## src/rtl/fruit_pkg.sv

```systemverilog
// Shared constants, lifecycle state type and a small bit-count helper for the fruit scheduler.
package fruit_pkg;

   localparam int NUM_FRUIT = 3;
   localparam int APPLE     = 0;
   localparam int ORANGE    = 1;
   localparam int PEACH     = 2;

   typedef enum logic [1:0] {
      ST_IDLE   = 2'd0,
      ST_LAUNCH = 2'd1,
      ST_FLY    = 2'd2
   } fruit_state_e;

   function automatic logic [1:0] count_ones(input logic [NUM_FRUIT-1:0] v);
      logic [1:0] n;
      n = '0;
      for (int k = 0; k < NUM_FRUIT; k++) begin
         n = n + {1'b0, v[k]};
      end
      return n;
   endfunction

endpackage

```

## src/rtl/fruit_lifecycle.sv

```systemverilog
// One fruit: IDLE -> LAUNCH -> FLY -> IDLE, with a frame-tick life counter.
// hit/miss are single-cycle exit strobes consumed by the scorer in the top level.
module fruit_lifecycle
   import fruit_pkg::*;
#(
   parameter int LIFETIME = 120
) (
   input  logic clk,
   input  logic rst_n,
   input  logic frame_tick,
   input  logic game_en,
   input  logic launch,
   input  logic sliced,
   output logic active,
   output logic new_pulse,
   output logic idle,
   output logic hit,
   output logic miss
);

   localparam int LIFE_W = $clog2(LIFETIME + 1);

   fruit_state_e      state_reg, state_next;
   logic [LIFE_W-1:0] life_reg, life_next;
   logic              expire;

   assign expire = game_en && frame_tick && (life_reg == LIFE_W'(LIFETIME - 1));

   always_ff @(posedge clk or negedge rst_n) begin
      if (!rst_n) begin
         state_reg <= ST_IDLE;
         life_reg  <= '0;
      end else begin
         state_reg <= state_next;
         life_reg  <= life_next;
      end
   end

   always_comb begin
      state_next = state_reg;
      life_next  = life_reg;
      hit        = 1'b0;
      miss       = 1'b0;
      active     = (state_reg != ST_IDLE);
      new_pulse  = (state_reg == ST_LAUNCH);
      idle       = (state_reg == ST_IDLE);
      case (state_reg)
         ST_IDLE: begin
            if (launch) begin
               state_next = ST_LAUNCH;
               life_next  = '0;
            end
         end
         ST_LAUNCH: state_next = ST_FLY;
         ST_FLY: begin
            // A slice on the same cycle as expiry counts as a hit.
            if (game_en) begin
               if (sliced) begin
                  hit        = 1'b1;
                  state_next = ST_IDLE;
               end else if (expire) begin
                  miss       = 1'b1;
                  state_next = ST_IDLE;
               end else if (frame_tick) begin
                  life_next = life_reg + 1'b1;
               end
            end
         end
         default: state_next = ST_IDLE;
      endcase
   end

endmodule

```

## src/rtl/fruit_scheduler.sv

```systemverilog
// Spawn arbitration (round-robin), scoring and game-over for three fruit lifecycles.
// Define FRUIT_SCHED_LFSR_EN to jitter the spawn gap by a 16-bit LFSR's low nibble.
module fruit_scheduler
   import fruit_pkg::*;
#(
   parameter int SPAWN_GAP  = 30,
   parameter int LIFETIME   = 120,
   parameter int MAX_LIVE   = 2,
   parameter int MISS_LIMIT = 3
) (
   input  logic       clk,
   input  logic       rst_n,
   input  logic       frame_tick,
   input  logic       game_en,
   input  logic [2:0] sliced,
   output logic [2:0] active,
   output logic [2:0] new_pulse,
   output logic [7:0] score,
   output logic [3:0] misses,
   output logic       game_over
);

   localparam int GAP_W = $clog2(SPAWN_GAP + 16 + 1);

   logic [GAP_W-1:0]     spawn_reg, spawn_next, gap_val;
   logic [1:0]           rr_reg, rr_next, idx;
   logic [7:0]           score_reg, score_next;
   logic [3:0]           misses_reg, misses_next;
   logic                 game_over_reg, game_over_next;
   logic [NUM_FRUIT-1:0] launch, idle, hit, miss;
   logic [1:0]           live_cnt, hit_cnt, miss_cnt;
   logic [8:0]           score_sum;
   logic [4:0]           miss_sum;
   logic                 spawn_ok, grant_ok;

   genvar gi;
   generate
      for (gi = 0; gi < NUM_FRUIT; gi++) begin : g_fruit
         fruit_lifecycle #(.LIFETIME(LIFETIME)) u_fruit (
            .clk       (clk),
            .rst_n     (rst_n),
            .frame_tick(frame_tick),
            .game_en   (game_en),
            .launch    (launch[gi]),
            .sliced    (sliced[gi]),
            .active    (active[gi]),
            .new_pulse (new_pulse[gi]),
            .idle      (idle[gi]),
            .hit       (hit[gi]),
            .miss      (miss[gi])
         );
      end
   endgenerate

`ifdef FRUIT_SCHED_LFSR_EN
   logic [15:0]      lfsr_reg;
   logic [GAP_W-1:0] gap_reg;

   always_ff @(posedge clk or negedge rst_n) begin
      if (!rst_n) begin
         lfsr_reg <= 16'hACE1;
         gap_reg  <= GAP_W'(SPAWN_GAP);
      end else begin
         if (frame_tick)
            lfsr_reg <= {lfsr_reg[14:0], lfsr_reg[15] ^ lfsr_reg[13] ^ lfsr_reg[12] ^ lfsr_reg[10]};
         if (grant_ok)
            gap_reg <= GAP_W'(SPAWN_GAP) + GAP_W'(lfsr_reg[3:0]);
      end
   end

   assign gap_val = gap_reg;
`else
   assign gap_val = GAP_W'(SPAWN_GAP);
`endif

   assign live_cnt = count_ones(~idle);
   assign hit_cnt  = count_ones(hit);
   assign miss_cnt = count_ones(miss);
   // Spawning stops as soon as the miss limit is reached, not a cycle later.
   assign spawn_ok = game_en && !game_over_reg && (misses_reg < 4'(MISS_LIMIT));

   always_comb begin
      launch   = '0;
      rr_next  = rr_reg;
      grant_ok = 1'b0;
      idx      = '0;
      if (spawn_ok && (spawn_reg == gap_val) && (live_cnt < 2'(MAX_LIVE))) begin
         for (int k = 0; k < NUM_FRUIT; k++) begin
            idx = 2'((int'(rr_reg) + k) % NUM_FRUIT);
            if (!grant_ok && idle[idx]) begin
               launch[idx] = 1'b1;
               grant_ok    = 1'b1;
               rr_next     = (idx == 2'(NUM_FRUIT - 1)) ? 2'(APPLE) : idx + 2'd1;
            end
         end
      end
   end

   always_comb begin
      spawn_next = spawn_reg;
      if (grant_ok)
         spawn_next = '0;
      else if (frame_tick && game_en && !game_over_reg && (spawn_reg < gap_val))
         spawn_next = spawn_reg + 1'b1;
      score_sum      = {1'b0, score_reg} + 9'(hit_cnt);
      miss_sum       = {1'b0, misses_reg} + 5'(miss_cnt);
      score_next     = score_sum[8] ? 8'hFF : score_sum[7:0];
      misses_next    = miss_sum[4] ? 4'hF : miss_sum[3:0];
      game_over_next = game_over_reg | (misses_reg >= 4'(MISS_LIMIT));
   end

   always_ff @(posedge clk or negedge rst_n) begin
      if (!rst_n) begin
         spawn_reg     <= '0;
         rr_reg        <= 2'(APPLE);
         score_reg     <= '0;
         misses_reg    <= '0;
         game_over_reg <= 1'b0;
      end else begin
         spawn_reg     <= spawn_next;
         rr_reg        <= rr_next;
         score_reg     <= score_next;
         misses_reg    <= misses_next;
         game_over_reg <= game_over_next;
      end
   end

   assign score     = score_reg;
   assign misses    = misses_reg;
   assign game_over = game_over_reg;

endmodule

```

## config.mk

```make
export PLATFORM = sky130hd
export DESIGN_NAME = fruit_scheduler
export DESIGN_NICKNAME = d
export VERILOG_FILES = /design/src/rtl/fruit_pkg.sv /design/src/rtl/fruit_lifecycle.sv /design/src/rtl/fruit_scheduler.sv
export SDC_FILE = /design/constraint.sdc
export NUM_CORES = 1
export LEC_CHECK = 0
export BUFFER_PORTS_ARGS = -buffer_cell sky130_fd_sc_hd__buf_2
export CAP_MARGIN = 40
export CORE_ASPECT_RATIO = 1.75
export CORE_MARGIN = 4
export CORE_UTILIZATION = 30
export DETAILED_ROUTE_END_ITERATION = 6
export PLACE_DENSITY = 0.54
export SYNTH_ARGS = -nofsm -noshare
export SYNTH_HDL_FRONTEND = slang
export SYNTH_SLANG_ARGS = --single-unit
```

## constraint.sdc

```tcl
create_clock -name clk -period 3.3 [get_ports clk]
set_input_delay 0.99 -clock clk [delete_from_list [all_inputs] [get_ports clk]]
set_output_delay 0.99 -clock clk [all_outputs]
set_load 0.03 [all_outputs]
```

Word level (Yosys, flattened, before mapping) --
Cells that the tools add are included.
Word-level totals: register bits 48, input port bits 7, output and inout bits 19, logic and storage cells 200
Operators by class: add/subtract/negate cells 17, div/mod/pow operators 3, magnitude comparators 10, equal/unequal tests 31, multiplexer cells 88, bitwise operators 4, reductions and logical operators 36
Operators by type and width (number):
- 7-bit 2-to-1 mux | 15
- 32-bit by 3-bit remainder unit with 32-bit output, second input constant | 2
- 7-bit one-hot mux with 2 select lines | 3
- 2-bit 2-to-1 mux | 18
- 1-bit 2-to-1 mux | 33
- 3-bit by 3-bit remainder unit with 32-bit output, second input constant | 1
- 2-bit != test, second input constant | 15
- 7-bit by 1-bit adder with 7-bit output, second input constant | 3
- 7-bit equality test, second input constant | 3
- 3-bit 2-to-1 mux | 6
- 2-bit one-hot mux with 3 select lines | 3
- 6-bit AND reduction | 3
- 1-bit logical AND | 15
- 2-bit nonzero test | 7
- 2-bit equality test, second input constant | 6
- 6-bit 2-to-1 mux | 2
- 8-bit by 2-bit adder with 9-bit output | 1
- 2-bit by 3-bit less-than comparator with 1-bit output, second input constant | 3
- 3-bit by 2-bit != test with 1-bit output, second input constant | 3
- 3-bit AND reduction | 3
- 8-bit 2-to-1 mux | 1
- 1-bit by 1-bit adder with 2-bit output | 3
- 2-bit by 1-bit adder with 2-bit output | 3
- 2-bit by 1-bit adder with 2-bit output, second input constant | 3
- other kinds (21) | 34

Logic depth before layout (Yosys ltp) --
Gate-level depths: netlist of run 1.
depth after elaboration 17, depth in mapped cells 11

Hierarchy --
A second synthesis of run 1 with hierarchy kept.
Second synthesis, totals: cells, all modules 306, area, all modules 3083.0 um^2
Modules (own cells, without submodules):
- fruit_lifecycle | times used 3, cells each 54, area each 550.5 um^2
- fruit_scheduler | times used 1, cells each 144, area each 1431.4 um^2

Worst setup path after synthesis of run 1 --
No wires, ideal clock.
path kind input to register, start in frame_tick, end reg misses_reg[3] (netlist: misses[3]), setup time 0.147 ns, data arrival time 2.844 ns, setup slack 0.309 ns, cell stages on the path 9, cells stage by stage nand2_1 > nor3_1 > nand2_1 > fa_1 > inv_1 > ha_1 > fa_1 > nor2b_1 > a31oi_1
Between the ends: word-level cells in the longest chain between the ends 10
RTL lines:
- start: declaration | RTL line fruit_scheduler.sv:13 | input logic frame_tick,
- 1-bit logical AND * | RTL line fruit_lifecycle.sv:27 | assign expire = game_en && frame_tick && (life_reg == LIFE_W'(LIFETIME - 1));
- 1-bit logical AND | RTL line fruit_lifecycle.sv:27
- 1-bit 2-to-1 mux | RTL line fruit_lifecycle.sv:61 | end else if (expire) begin
- 1-bit 2-to-1 mux | RTL line fruit_lifecycle.sv:58 | if (sliced) begin
- 1-bit 2-to-1 mux | RTL line fruit_lifecycle.sv:57 | if (game_en) begin
- 1-bit 2-to-1 mux | RTL line fruit_lifecycle.sv:47 | case (state_reg)
- 1-bit by 1-bit adder with 2-bit output | RTL line fruit_pkg.sv:19 | n = n + {1'b0, v[k]};
- 2-bit by 1-bit adder with 2-bit output * | RTL line fruit_pkg.sv:19
- 4-bit by 2-bit adder with 5-bit output * | RTL line fruit_scheduler.sv:106 | miss_sum = {1'b0, misses_reg} + 5'(miss_cnt);
- 4-bit 2-to-1 mux * | RTL line fruit_scheduler.sv:108 | misses_next = miss_sum[4] ? 4'hF : miss_sum[3:0];
- via misses_next[3] | RTL line fruit_scheduler.sv:28 | logic [3:0] misses_reg, misses_next;
- end signal: assignment | RTL line fruit_scheduler.sv:123 | misses_reg <= misses_next;
- end: declaration | RTL line fruit_scheduler.sv:28
Mark *: on every way through the listed nets, which the timed path passes. The rest lies on a longest branch. A chain may end at the register's enable or synchronous reset.

Worst setup path after layout of run 1 --
start in game_en, end reg misses_reg[3] (netlist: misses[3])
Between the ends: word-level cells in the longest chain between the ends 10
RTL lines:
- start: declaration | RTL line fruit_scheduler.sv:14 | input logic game_en,
- 1-bit logical AND (2 in a row) | RTL line fruit_lifecycle.sv:27
- 1-bit 2-to-1 mux | RTL line fruit_lifecycle.sv:61
- 1-bit 2-to-1 mux | RTL line fruit_lifecycle.sv:58
- 1-bit 2-to-1 mux | RTL line fruit_lifecycle.sv:57
- 1-bit 2-to-1 mux | RTL line fruit_lifecycle.sv:47
- 1-bit by 1-bit adder with 2-bit output | RTL line fruit_pkg.sv:19
- 2-bit by 1-bit adder with 2-bit output * | RTL line fruit_pkg.sv:19
- 4-bit by 2-bit adder with 5-bit output * | RTL line fruit_scheduler.sv:106
- 4-bit 2-to-1 mux * | RTL line fruit_scheduler.sv:108
- via misses_next[3] | RTL line fruit_scheduler.sv:28
Marked as above.

==> metrics.md, run 1 <==
| Metric | Value |
|---|---|
| Kind of critical path | `primary input to register` |
| Number of antenna violations at the first check in global routing | `0` |
| Highest net fanout along the worst path | `6` |
| Final Setup Violations | `0` |
| Period utilisation layout | `0.874` |
| Hold WS | `0.486 ns` |
| Async set or reset register ratio after synthesis | `1.00` |
| Required time of the critical path | `about 3.5 ns` |
| R2r endpoint | `score[2]` |
| Pin count of the biggest net entering global routing | `36` |
| Non-Filler Instances | `468` |
| Capturing element type of the critical path | `register` |
| Count of distinct cell types in the synthesized netlist | `65` |
| DRC violations left | `0` |
| Area Overhead vs Synth | `12.4%` |
| Overall die height | `141 um` |
| Most used flip-flop cell after synthesis | `sky130_fd_sc_hd__dfrtp_1` |
| Classification of the worst-slack hold path | `register to register` |
| Max-slew violation count | `0` |
| Share of synthesized area occupied by flip-flops and latches | `0.394` |
| Detail Route met2 WL | `3990 um` |
| Number of iterations in the first detailed-routing pass | `4` |
| Final core area utilization | `0.346` |
| Latest clock arrival within the worst-skew pair | `0.29 ns` |
| Max_slew headroom | `0.616` |
| Slew of the pin with the lowest slew margin | `0.570 ns` |
| Highest routed metal layer | `met4` |
| Net Count, Synth | `341` |
| Clock input transition at the sequential cells of the worst setup and hold paths | `0.06 ns` |
| Via count of the first global-routing pass | `2,479` |
| Effective utilization at floorplan | `0.308` |
| Total cell area at the placement stage | `3300 um2` |
| Cell row count | `48` |
| Number of hold buffers added after cts | `0` |
| Number of sinks on the clock net | `48` |
| First-iteration detailed-routing DRC count | `122` |
| Max Buffers Root-to-Sink | `2` |
| Number of cell instances on the worst register-to-register path | `8` |
| Vias per cell | `between 5 and 6` |
| Crit start category | `primary input` |
| Number of placed instances with taps included | `461` |
| Max IR drop VDD | `0.000320 V` |
| Postcts setup bufs | `0` |
| Syn Std Cell Area | `3050 um2` |
| Total clock buffers created by CTS | `5` |
| Die Footprint | `11,900 um2` |
| Static power due to leakage | `~0.0016 uW` |
| CTS tree | `yes` |
| Area contributors post-synth | `sky130_fd_sc_hd__dfrtp_1 39%, sky130_fd_sc_hd__ha_1 5.7%, sky130_fd_sc_hd__nor2_1 3.6%` |
| Number of flops mapped to enable cells by yosys | `0` |
| DR WL/cell | `15.4 um` |
| Buffers on Ports | `25` |
| Grt ovf | `0` |
| Final Skew | `0.00719 ns` |
| Detailed Route WL | `7190 um` |
| Htree depth | `2` |
| Max FFs per register | `21` |
| Core Box Area | `9910 um2` |
| FF+latch count, synth | `48` |
| CTS Root Cell | `sky130_fd_sc_hd__clkbuf_16` |
| GRT Total Usage | `0.124` |
| Start of the worst register-to-register path | `g_fruit[2].u_fruit.state_reg[0]` |
| Count of max-cap constraint violations | `0` |
| Yosys synthesis warning count | `0` |
| RSZ-0062 raised after global routing | `no` |
| Startpoint of the tightest hold check path | `spawn_reg[5]` |
| Met3 wire length | `236 um` |
| Number of instances on the worst hold path | `0` |
| Post-DP HPWL | `5500 um` |
| Antenna violation net count after detailed routing | `0` |
| Gate Count Post-Synth | `316` |
| Total non-filler cell area in the finished layout | `3430 um2` |
| Net count of the finished layout | `368` |
| PostCTS Resize Cnt | `0` |
| Number of placed I/O pins | `26` |
| Via Count | `~2,400` |
| Total negative setup slack | `0 ns` |
| Post-Synthesis Mean Instance Area | `9.66 um2` |
| Final Hold Vio Count | `0` |
| Max Freq | `0.347 GHz` |
| Number of diodes added for antenna fixing | `0` |
| Die X | `between 80 and 90 um` |
| Wire length of the first global-routing pass | `11,800 um` |
| Status | `completed` |
| CP arrival | `~3.1 ns` |
| Synth area leader | `sky130_fd_sc_hd__dfrtp_1` |
| Gpl congestion | `0.897` |
| Fraction of layout instances using a drive strength above 1 | `0.175` |
| Power density over the cells | `between 400 and 500 nW/um2` |
| Shortest clock period the worst path allows after layout | `between 2 and 3 ns` |
| Hold Crit Endpoint | `spawn_reg[5]` |
| Wire length on met1 | `around 2800 um` |
| Share of Yosys cell area claimed by the top area cell type | `0.394` |
| Reg-to-reg slack, setup | `0.58 ns` |
## Yosys cell counts, drive strengths merged (2+ instances only)
| master | instances |
|---|---|
| dfrtp | 48 |
| nor2 | 29 |
| nand2 | 26 |
| a21oi | 17 |
| inv | 17 |
| ha | 14 |
| nand3 | 14 |
| xor2 | 12 |
| nand2b | 11 |
| nor3 | 11 |
| o21ai | 9 |
| a31oi | 8 |
| buf | 8 |
| nor2b | 6 |
| xnor2 | 6 |
| and3 | 5 |
| nand4 | 5 |
| fa | 4 |
| mux2i | 4 |
| or3 | 4 |
| or3b | 4 |
| or4 | 4 |
| a31o | 3 |
| and2 | 3 |
| nand3b | 3 |
| nand4b | 3 |
| o21a | 3 |
| o31ai | 3 |
| a2111oi | 2 |
| a211oi | 2 |
| and2b | 2 |
| and4b | 2 |
| clkbuf | 2 |
| nor4b | 2 |
| o211ai | 2 |
| o21bai | 2 |
| o22ai | 2 |
| or2 | 2 |
| or4b | 2 |
## critical path, cell delays in order
cell and delay [ns]:
sky130_fd_sc_hd__buf_2 0.14, sky130_fd_sc_hd__nand2_1 0.13, sky130_fd_sc_hd__nor3_1 0.25, sky130_fd_sc_hd__nand2_1 0.12, sky130_fd_sc_hd__fa_1 0.52, sky130_fd_sc_hd__inv_1 0.05, sky130_fd_sc_hd__ha_1 0.21, sky130_fd_sc_hd__fa_1 0.42
sky130_fd_sc_hd__nor2b_1 0.14, sky130_fd_sc_hd__a31oi_1 0.09
## cell families after synthesis
group,count (synthesis),synth area share
mux,5,0.0168
xor+xnor,18,0.0517
simple gates,140,0.263
compound gates,60,0.146
buf+inv,27,0.0455
fa+ha+maj,18,0.0836
flops,48,0.394
## report_power, final
| group | leakage (uW) | internal [uW] | switching, uW |
|---|---|---|---|
| combinational | 0.000897 | 72.7 | 112 |
| sequential | 0.000626 | 637 | 61.2 |
| clock | 0.0000667 | 276 | 219 |
## worst max-delay path by stage
| stage | start | to | slack [ns] | depth (start not counted) |
|---|---|---|---|---|
| 6_report | game_en | misses[3] | 0.41 | 10 |
| 3_3_place_gp | game_en | misses[3] | 0.18 | 10 |
| 5_1_grt | game_en | misses[3] | 0.26 | 10 |
| 3_5_place_dp | game_en | misses[3] | 0.12 | 10 |
| 4_1_cts | game_en | misses[3] | 0.43 | 10 |
| 2_1_floorplan | frame_tick | misses[3] | 0.31 | 9 |
## stage by stage
stage,total power [uW],setup slack [ns]
3_5_place_dp,897,0.120
5_1_grt,1460,0.257
2_1_floorplan,818,0.309
3_3_place_gp,892,0.182
6_report,1380,0.415
4_1_cts,1410,0.427
## metal layers
| metal | up-vias | track usage |
|---|---|---|
| met4 | 0 | 0.0636 |
| met1 | 1179 | 0.127 |
| met5 | - | 0 |
| met3 | 11 | 0.0180 |
| li1 | 1179 | - |
| met2 | 50 | 0.237 |
## placed cells by master (no fill, tap or decap), types with 6 or more instances in the layout
| cell | count |
|---|---|
| sky130_fd_sc_hd__a21oi_1 | 16 |
| sky130_fd_sc_hd__a31oi_1 | 7 |
| sky130_fd_sc_hd__buf_2 | 25 |
| sky130_fd_sc_hd__dfrtp_1 | 48 |
| sky130_fd_sc_hd__ha_1 | 14 |
| sky130_fd_sc_hd__inv_1 | 17 |
| sky130_fd_sc_hd__nand2_1 | 26 |
| sky130_fd_sc_hd__nand2b_1 | 11 |
| sky130_fd_sc_hd__nand3_1 | 14 |
| sky130_fd_sc_hd__nor2_1 | 29 |
| sky130_fd_sc_hd__nor2b_1 | 6 |
| sky130_fd_sc_hd__nor3_1 | 8 |
| sky130_fd_sc_hd__o21ai_0 | 7 |
| sky130_fd_sc_hd__xnor2_1 | 6 |
| sky130_fd_sc_hd__xor2_1 | 12 |
## cell type report
class	count	area, um2
fillers	1023	6480
multi-input cells	241	1710
flip-flops and latches	48	1200
repair buffers	30	163
well taps	125	156
clock buffers	6	129
inverters	17	63.8
clock inverters	1	5.00
No activity file was read; power rests on OpenSTA's default activity.
==> run 2, diff against run 1 <==
==> constraint.sdc (replaced) <==
create_clock -name clk -period 3.3 [get_ports clk]
set_input_delay 0.165 -clock clk [delete_from_list [all_inputs] [get_ports clk]]
set_output_delay 0.165 -clock clk [all_outputs]
set_load 0.03 [all_outputs]
==> run 2 against run 1 <==
Net effect: wire length up 0.58%; sequential share of layout area about the same; cell area about the same; utilization barely moved; power grew 4.4%; clock power grew 13%; worst hold slack lost 0.23 ns; fmax grew 7.3%; cell count is 0.85% lower; critical path depth shrank 1; largest cell class unchanged; register-to-register slack better by 0.03 ns.
==> metrics.md, run 2 (synthesis results as in run 1) <==
| Metric | Value |
|---|---|
| Status | `completed` |
| Max Freq | `0.372 GHz (+7.3%)` |
| PostCTS Resize Cnt | `0 (unchanged)` |
| Net count of the finished layout | `365 (-0.82%)` |
| Reg-to-reg slack, setup | `0.61 ns (+0.03 ns)` |
| GRT Total Usage | `0.126 (+0.00239)` |
| Shortest clock period the worst path allows after layout | `2.69 ns (-0.197 ns)` |
| Vias per cell | `5.19 (+0.36%)` |
| Number of iterations in the first detailed-routing pass | `4 (unchanged)` |
| Via Count | `2,407 (-0.50%)` |
| Post-DP HPWL | `5600 um (+1.7%)` |
| Final Skew | `0.00855 ns (+0.00136 ns)` |
| CP arrival | `2.85 ns (-0.20 ns)` |
| Max FFs per register | `21 (unchanged)` |
| Effective utilization at floorplan | `0.308 (unchanged)` |
| Leading cell type in the layout, fill and taps excluded | `sky130_fd_sc_hd__dfrtp_1` |
| Startpoint of the tightest hold check path | `sliced[0]` |
| Power density over the cells | `420 nW/um2 (+4.4%)` |
| Gpl congestion | `0.840 (-6.4%)` |
| CTS tree | `yes` |
| Wire length on met1 | `2850 um (+3.5%)` |
| Number of instances on the worst hold path | `4 (+4)` |
| RSZ-0062 raised after global routing | `no` |
| Total clock buffers created by CTS | `5 (unchanged)` |
| Max-slew violation count | `0 (unchanged)` |
| Kind of critical path | `register to register` |
| Antenna violation net count after detailed routing | `0 (unchanged)` |
| Start of the worst register-to-register path | `g_fruit[0].u_fruit.state_reg[1]` |
| Register cell area after layout | `1200 um2 (unchanged)` |
| Fraction of layout instances using a drive strength above 1 | `0.165 (-0.00974)` |
| DR WL/cell | `15.6 um (+1.5%)` |
| Total negative setup slack | `0 ns (unchanged)` |
| Area used by multi-input combinational logic | `1710 um2 (unchanged)` |
| Number of placed I/O pins | `26 (unchanged)` |
| Slew of the pin with the lowest slew margin | `0.629 ns (+0.0594 ns)` |
| Detail Route met2 WL | `3800 um (-4.8%)` |
| Met3 wire length | `202 um (-14%)` |
| Number of cell instances on the worst register-to-register path | `9 (+1)` |
| Period utilisation layout | `0.815 (-0.0596)` |
| Highest net fanout along the worst path | `8 (+2)` |
| Core Box Area | `9910 um2 (unchanged)` |
| Max_slew headroom | `0.581 (-0.0356)` |
| Final Setup Violations | `0 (unchanged)` |
| Crit start category | `register` |
| Detailed Route WL | `7240 um (+0.58%)` |
| Capturing element type of the critical path | `register` |
| Buffers on Ports | `25 (unchanged)` |
| First-iteration detailed-routing DRC count | `125 (+2.5%)` |
| Wire length of the first global-routing pass | `11,900 um (+0.53%)` |
| Max IR drop VDD | `0.000356 V (+11%)` |
| DRC violations left | `0 (unchanged)` |
| CTS Root Cell | `sky130_fd_sc_hd__clkbuf_16` |
| Die X | `84.2 um (unchanged)` |
| Static power due to leakage | `0.00158 uW (-0.48%)` |
| Count of max-cap constraint violations | `0 (unchanged)` |
| Die Footprint | `11,900 um2 (unchanged)` |
| Max Buffers Root-to-Sink | `2 (unchanged)` |
| Most frequent cells in the layout | `48 x sky130_fd_sc_hd__dfrtp_1, 29 x sky130_fd_sc_hd__nor2_1, 26 x sky130_fd_sc_hd__nand2_1, 25 x sky130_fd_sc_hd__buf_2, 17 x sky130_fd_sc_hd__inv_1` |
| Area Overhead vs Synth | `12.4% (about the same)` |
| Classification of the worst-slack hold path | `primary input to register` |
| Number of diodes added for antenna fixing | `0 (unchanged)` |
| Required time of the critical path | `3.47 ns (about the same)` |
| Htree depth | `2 (unchanged)` |
| Grt ovf | `0 (unchanged)` |
| Pin count of the biggest net entering global routing | `27 (-25%)` |
| Number of antenna violations at the first check in global routing | `0 (unchanged)` |
| Overall die height | `141 um (unchanged)` |
| Filler cell count | `1,032 (+0.88%)` |
| Via count of the first global-routing pass | `2,471 (-0.32%)` |
| Number of sinks on the clock net | `48 (unchanged)` |
| Latest clock arrival within the worst-skew pair | `0.29 ns (about the same)` |
| Final Hold Vio Count | `0 (unchanged)` |
| Highest routed metal layer | `met4` |
| Hold Crit Endpoint | `g_fruit[0].u_fruit.state_reg[1]` |
| R2r endpoint | `misses[3]` |
| Cell row count | `48 (unchanged)` |
| Clock input transition at the sequential cells of the worst setup and hold paths | `0.06 ns (about the same)` |
| Total power draw | `1440 uW (+4.4%)` |
-- run 2: cell types whose count changed in the layout (fill, tap and decap cells not counted) --
cell | previous run | this run
sky130_fd_sc_hd__dlygate4sd3_1 | 0 | 1
sky130_fd_sc_hd__buf_4 | 5 | 1
sky130_fd_sc_hd__clkbuf_1 | 1 | 0
sky130_fd_sc_hd__clkinv_2 | 1 | 0
sky130_fd_sc_hd__bufinv_16 | 0 | 1
-- run 2: stage by stage --
step | setup slack, ns | hold slack (ns) | cells | instance area, um2 | util
floorplan | 0.831 | -0.131 | 316 | 3050 | -
global placement | 0.620 | 0.230 | 457 | 3270 | 0.330
detailed placement | 0.612 | 0.217 | 457 | 3270 | 0.330
CTS | 0.605 | 0.244 | 464 | 3430 | 0.346
global route | 0.419 | 0.261 | 464 | 3430 | 0.346
finish | 0.612 | 0.259 | 464 | 3430 | 0.346
-- run 2: final cells by class --
cell class	count	share of cell area
clock buffer	5	0.0365
clock inverter	1	0.00875
inverter	17	0.0186
multi-input combinational	241	0.499
sequential	48	0.350
tap	125	0.0456
timing repair buffer	27	0.0416
-- run 2: metal layers --
layer,GRT usage,vias up
met4,0.0822,0
met1,0.129,1157
met2,0.231,55
met5,0,-
li1,-,1171
met3,0.0221,24
-- run 2: what timing repair did --
action	4_1_cts	5_1_grt
buffers inserted	0	0
hold buffers	1	0
setup endpoints to repair	0	0
endpoints found under the hold margin	25	0
-- run 2: critical path, stage by stage (launching register included) --
cell,delay [ns]
sky130_fd_sc_hd__dfrtp_1,0.46
sky130_fd_sc_hd__or2b_1,0.30
sky130_fd_sc_hd__nor3_1,0.25
sky130_fd_sc_hd__nand2_1,0.12
sky130_fd_sc_hd__fa_1,0.52
sky130_fd_sc_hd__inv_1,0.05
sky130_fd_sc_hd__ha_1,0.22
sky130_fd_sc_hd__fa_1,0.43
sky130_fd_sc_hd__nor2b_1,0.13
sky130_fd_sc_hd__a31oi_1,0.08
-- run 2: power breakdown --
| group | leakage, uW | internal (uW) | total [uW] | switching [uW] |
|---|---|---|---|---|
| Clock | 0.0000757 | 349 | 557 | 208 |
| Sequential | 0.000626 | 637 | 698 | 61.5 |
| Combinational | 0.000880 | 72.1 | 184 | 112 |
| Total | 0.00158 | 1060 | 1440 | 381 |
-- run 2: worst max path at each step --
| stage | from | endpoint | slack (ns) | depth (start not counted) |
|---|---|---|---|---|
| 6_report | g_fruit[0].u_fruit.state_reg[1] | misses[3] | 0.61 | 9 |
| 5_1_grt | g_fruit[0].u_fruit.state_reg[1] | misses[3] | 0.42 | 9 |
| 4_1_cts | g_fruit[0].u_fruit.state_reg[1] | misses[3] | 0.60 | 9 |
| 3_5_place_dp | g_fruit[0].u_fruit.state_reg[1] | score[3] | 0.61 | 8 |
| 3_3_place_gp | g_fruit[2].u_fruit.state_reg[0] | score[2] | 0.62 | 8 |
| 2_1_floorplan | g_fruit[0].u_fruit.state_reg[1] | misses[3] | 0.83 | 9 |
==> run 3, diff against run 2 <==
==> constraint.sdc (replaced) <==
create_clock -name clk -period 2.8 [get_ports clk]
set_input_delay 0.14 -clock clk [delete_from_list [all_inputs] [get_ports clk]]
set_output_delay 0.14 -clock clk [all_outputs]
set_load 0.03 [all_outputs]
==> run 3 against run 2 <==
Net effect: highest routed layer unchanged; wire length grew 2.0%; non-clock buffer count grew 10; global-route usage grew 0.39 points; critical endpoint is now g_fruit[0].u_fruit.life_reg[1]; clock-buffer cell count is the same; worst hold slack lost 0.070 ns; largest power group unchanged; largest cell class unchanged; critical path type unchanged; sequential power grew 18%.
==> metrics.md, run 3 (synthesis results as in run 1) <==
| Metric | Value |
|---|---|
| Status | `completed` |
| Capturing element type of the critical path | `register` |
| Slew of the pin with the lowest slew margin | `0.646 ns (+0.0167 ns)` |
| Wire length of the first global-routing pass | `12,400 um (+4.4%)` |
| Via count of the first global-routing pass | `2,509 (+1.5%)` |
| Number of antenna violations at the first check in global routing | `0 (unchanged)` |
| Number of cell instances on the worst register-to-register path | `7 (-2)` |
| Crit start category | `register` |
| Net count of the finished layout | `375 (+2.7%)` |
| Power density over the cells | `495 nW/um2 (+18%)` |
| Max FFs per register | `21 (unchanged)` |
| Total negative setup slack | `0 ns (unchanged)` |
| Met1 Usage GRT | `0.145 (+0.0158)` |
| Required time of the critical path | `2.96 ns (-0.51 ns)` |
| Area Overhead vs Synth | `15.7%` |
| DR WL/cell | `15.5 um (-0.57%)` |
| Start of the worst register-to-register path | `rr_reg[0]` |
| Antenna violation net count after detailed routing | `0 (unchanged)` |
| Period utilisation layout | `0.945 (+0.130)` |
| Leading cell type in the layout, fill and taps excluded | `sky130_fd_sc_hd__dfrtp_1` |
| Core Box Area | `9910 um2 (unchanged)` |
| Startpoint of the tightest hold check path | `sliced[1]` |
| CP arrival | `2.81 ns (-0.04 ns)` |
| Static power due to leakage | `0.00164 uW (+3.5%)` |
| Max_slew headroom | `0.569 (-0.0112)` |
| Number of sinks on the clock net | `48 (unchanged)` |
| Number of diodes added for antenna fixing | `0 (unchanged)` |
| Routing usage on met3 | `0.0180 (-0.00407)` |
| Pin count of the biggest net entering global routing | `27 (unchanged)` |
| RSZ-0062 raised after global routing | `no` |
| Effective utilization at floorplan | `0.308 (unchanged)` |
| Buffers on Ports | `25 (unchanged)` |
| Post-DP HPWL | `5680 um (+1.4%)` |
| Count of max-cap constraint violations | `0 (unchanged)` |
| Reg-to-reg slack, setup | `0.16 ns (-0.46 ns)` |
| Total non-filler cell area in the finished layout | `3530 um2 (+2.9%)` |
| Fraction of layout instances using a drive strength above 1 | `0.194 (+0.0285)` |
| Peak-usage layer in the global routing report | `met2` |
| Grt ovf | `0 (unchanged)` |
| Number of iterations in the first detailed-routing pass | `4 (unchanged)` |
| Overall die height | `141 um (unchanged)` |
| Final Hold Vio Count | `0 (unchanged)` |
| Shortest clock period the worst path allows after layout | `2.64 ns (-0.0435 ns)` |
| Vias per cell | `5.15 (-0.66%)` |
| Via Count | `2,453 (+1.9%)` |
| Latest clock arrival within the worst-skew pair | `0.29 ns (about the same)` |
| Clock input transition at the sequential cells of the worst setup and hold paths | `0.07 ns (about the same)` |
| Filler cell count | `1,008 (-2.3%)` |
| Detailed Route WL | `7380 um (+2.0%)` |
| Most frequent cells in the layout | `48 x sky130_fd_sc_hd__dfrtp_1, 29 x sky130_fd_sc_hd__nor2_1, 26 x sky130_fd_sc_hd__nand2_1, 25 x sky130_fd_sc_hd__buf_2, 17 x sky130_fd_sc_hd__inv_1` |
| Htree depth | `2 (unchanged)` |
| Max-slew violation count | `0 (unchanged)` |
| Worst setup path start | `rr_reg[0]` |
| Register cell area after layout | `1200 um2 (unchanged)` |
| Total cell area at the placement stage | `3340 um2 (+2.3%)` |
| GRT Total Usage | `0.130 (+0.00391)` |
| Gpl congestion | `0.807 (-3.9%)` |
| CTS Root Cell | `sky130_fd_sc_hd__clkbuf_16` |
| CTS tree | `yes` |
| Cell row count | `48 (unchanged)` |
| Final Setup Violations | `0 (unchanged)` |
| Max Buffers Root-to-Sink | `2 (unchanged)` |
| Total clock buffers created by CTS | `5 (unchanged)` |
| Worst setup endpoint | `g_fruit[0].u_fruit.life_reg[1]` |
| Die X | `84.2 um (unchanged)` |
| First-iteration detailed-routing DRC count | `119 (-4.8%)` |
| Die Footprint | `11,900 um2 (unchanged)` |
| Max IR drop VDD | `0.000401 V (+13%)` |
| DRC violations left | `0 (unchanged)` |
| Final Skew | `0.0108 ns (+0.00228 ns)` |
| Number of placed I/O pins | `26 (unchanged)` |
| Highest net fanout along the worst path | `10 (+2)` |
| Met2 Usage GRT | `0.239 (+0.00791)` |
| R2r endpoint | `g_fruit[0].u_fruit.life_reg[1]` |
| Max Freq | `0.378 GHz (+1.6%)` |
| Kind of critical path | `register to register` |
| Classification of the worst-slack hold path | `primary input to register` |
| Area used by multi-input combinational logic | `1720 um2 (+0.44%)` |
[run 3: worst min-delay path by stage]
| stage | to | slack [ns] | cells past startpoint |
|---|---|---|---|
| after floorplan | g_fruit[0].u_fruit.life_reg[0] | -0.16 | 0 |
| after global placement | g_fruit[2].u_fruit.life_reg[3] | 0.21 | 1 |
| after detailed placement | g_fruit[2].u_fruit.life_reg[3] | 0.21 | 1 |
| after CTS | g_fruit[1].u_fruit.state_reg[1] | 0.19 | 4 |
| after global routing | g_fruit[1].u_fruit.state_reg[1] | 0.20 | 4 |
| final | g_fruit[1].u_fruit.state_reg[1] | 0.19 | 4 |
[run 3: layout make-up]
cell class / instances / area share
Multi-Input combinational cell: 241 / 0.487
Clock inverter: 3 / 0.0131
Inverter: 17 / 0.0181
Sequential cell: 48 / 0.340
Tap cell: 125 / 0.0443
Clock buffer: 5 / 0.0354
Timing Repair Buffer: 37 / 0.0617
[run 3: timing repair]
| item | 4_1_cts | 5_1_grt |
|---|---|---|
| setup endpoints to repair | 0 | 5 |
| hold endpoints to repair | 24 | 0 |
| hold buffers | 1 | 0 |
| setup buffers | 0 | 0 |
| gates resized for setup | 0 | 1 |
[run 3: through the flow]
stage | setup slack [ns] | util | hold slack (ns) | std cells | total power (uW)
final | 0.155 | 0.356 | 0.189 | 476 | 1750
after global routing | 0.0170 | 0.356 | 0.202 | 476 | 1850
after CTS | 0.143 | 0.355 | 0.189 | 476 | 1770
after detailed placement | 0.187 | 0.337 | 0.208 | 467 | 1060
after global placement | 0.175 | 0.337 | 0.207 | 467 | 1050
after floorplan | 0.331 | - | -0.156 | 316 | 964
[run 3: report_power, final]
group	internal, uW	leakage, uW	switching (uW)
clock network	425	0.0000804	280
registers	750	0.000626	71.8
logic	87.2	0.000931	135
[run 3: worst max-delay path: stages (launching register included)]
cell                      delay, ns
sky130_fd_sc_hd__dfrtp_1       0.41
sky130_fd_sc_hd__inv_1         0.08
sky130_fd_sc_hd__ha_1          0.46
sky130_fd_sc_hd__or4b_2        0.70
sky130_fd_sc_hd__a31oi_1       0.28
sky130_fd_sc_hd__mux2i_1       0.18
sky130_fd_sc_hd__a21oi_1       0.26
sky130_fd_sc_hd__o22ai_1       0.13
[run 3: per-layer routing]
metal | vias to the layer above | part of all wire | routed length [um]
met1 | 1194 | 0.40 | 2980
li1 | 1193 | - | -
met4 | 0 | 0.031 | 229
met2 | 51 | 0.54 | 4000
met5 | - | 0 | 0
met3 | 15 | 0.023 | 169
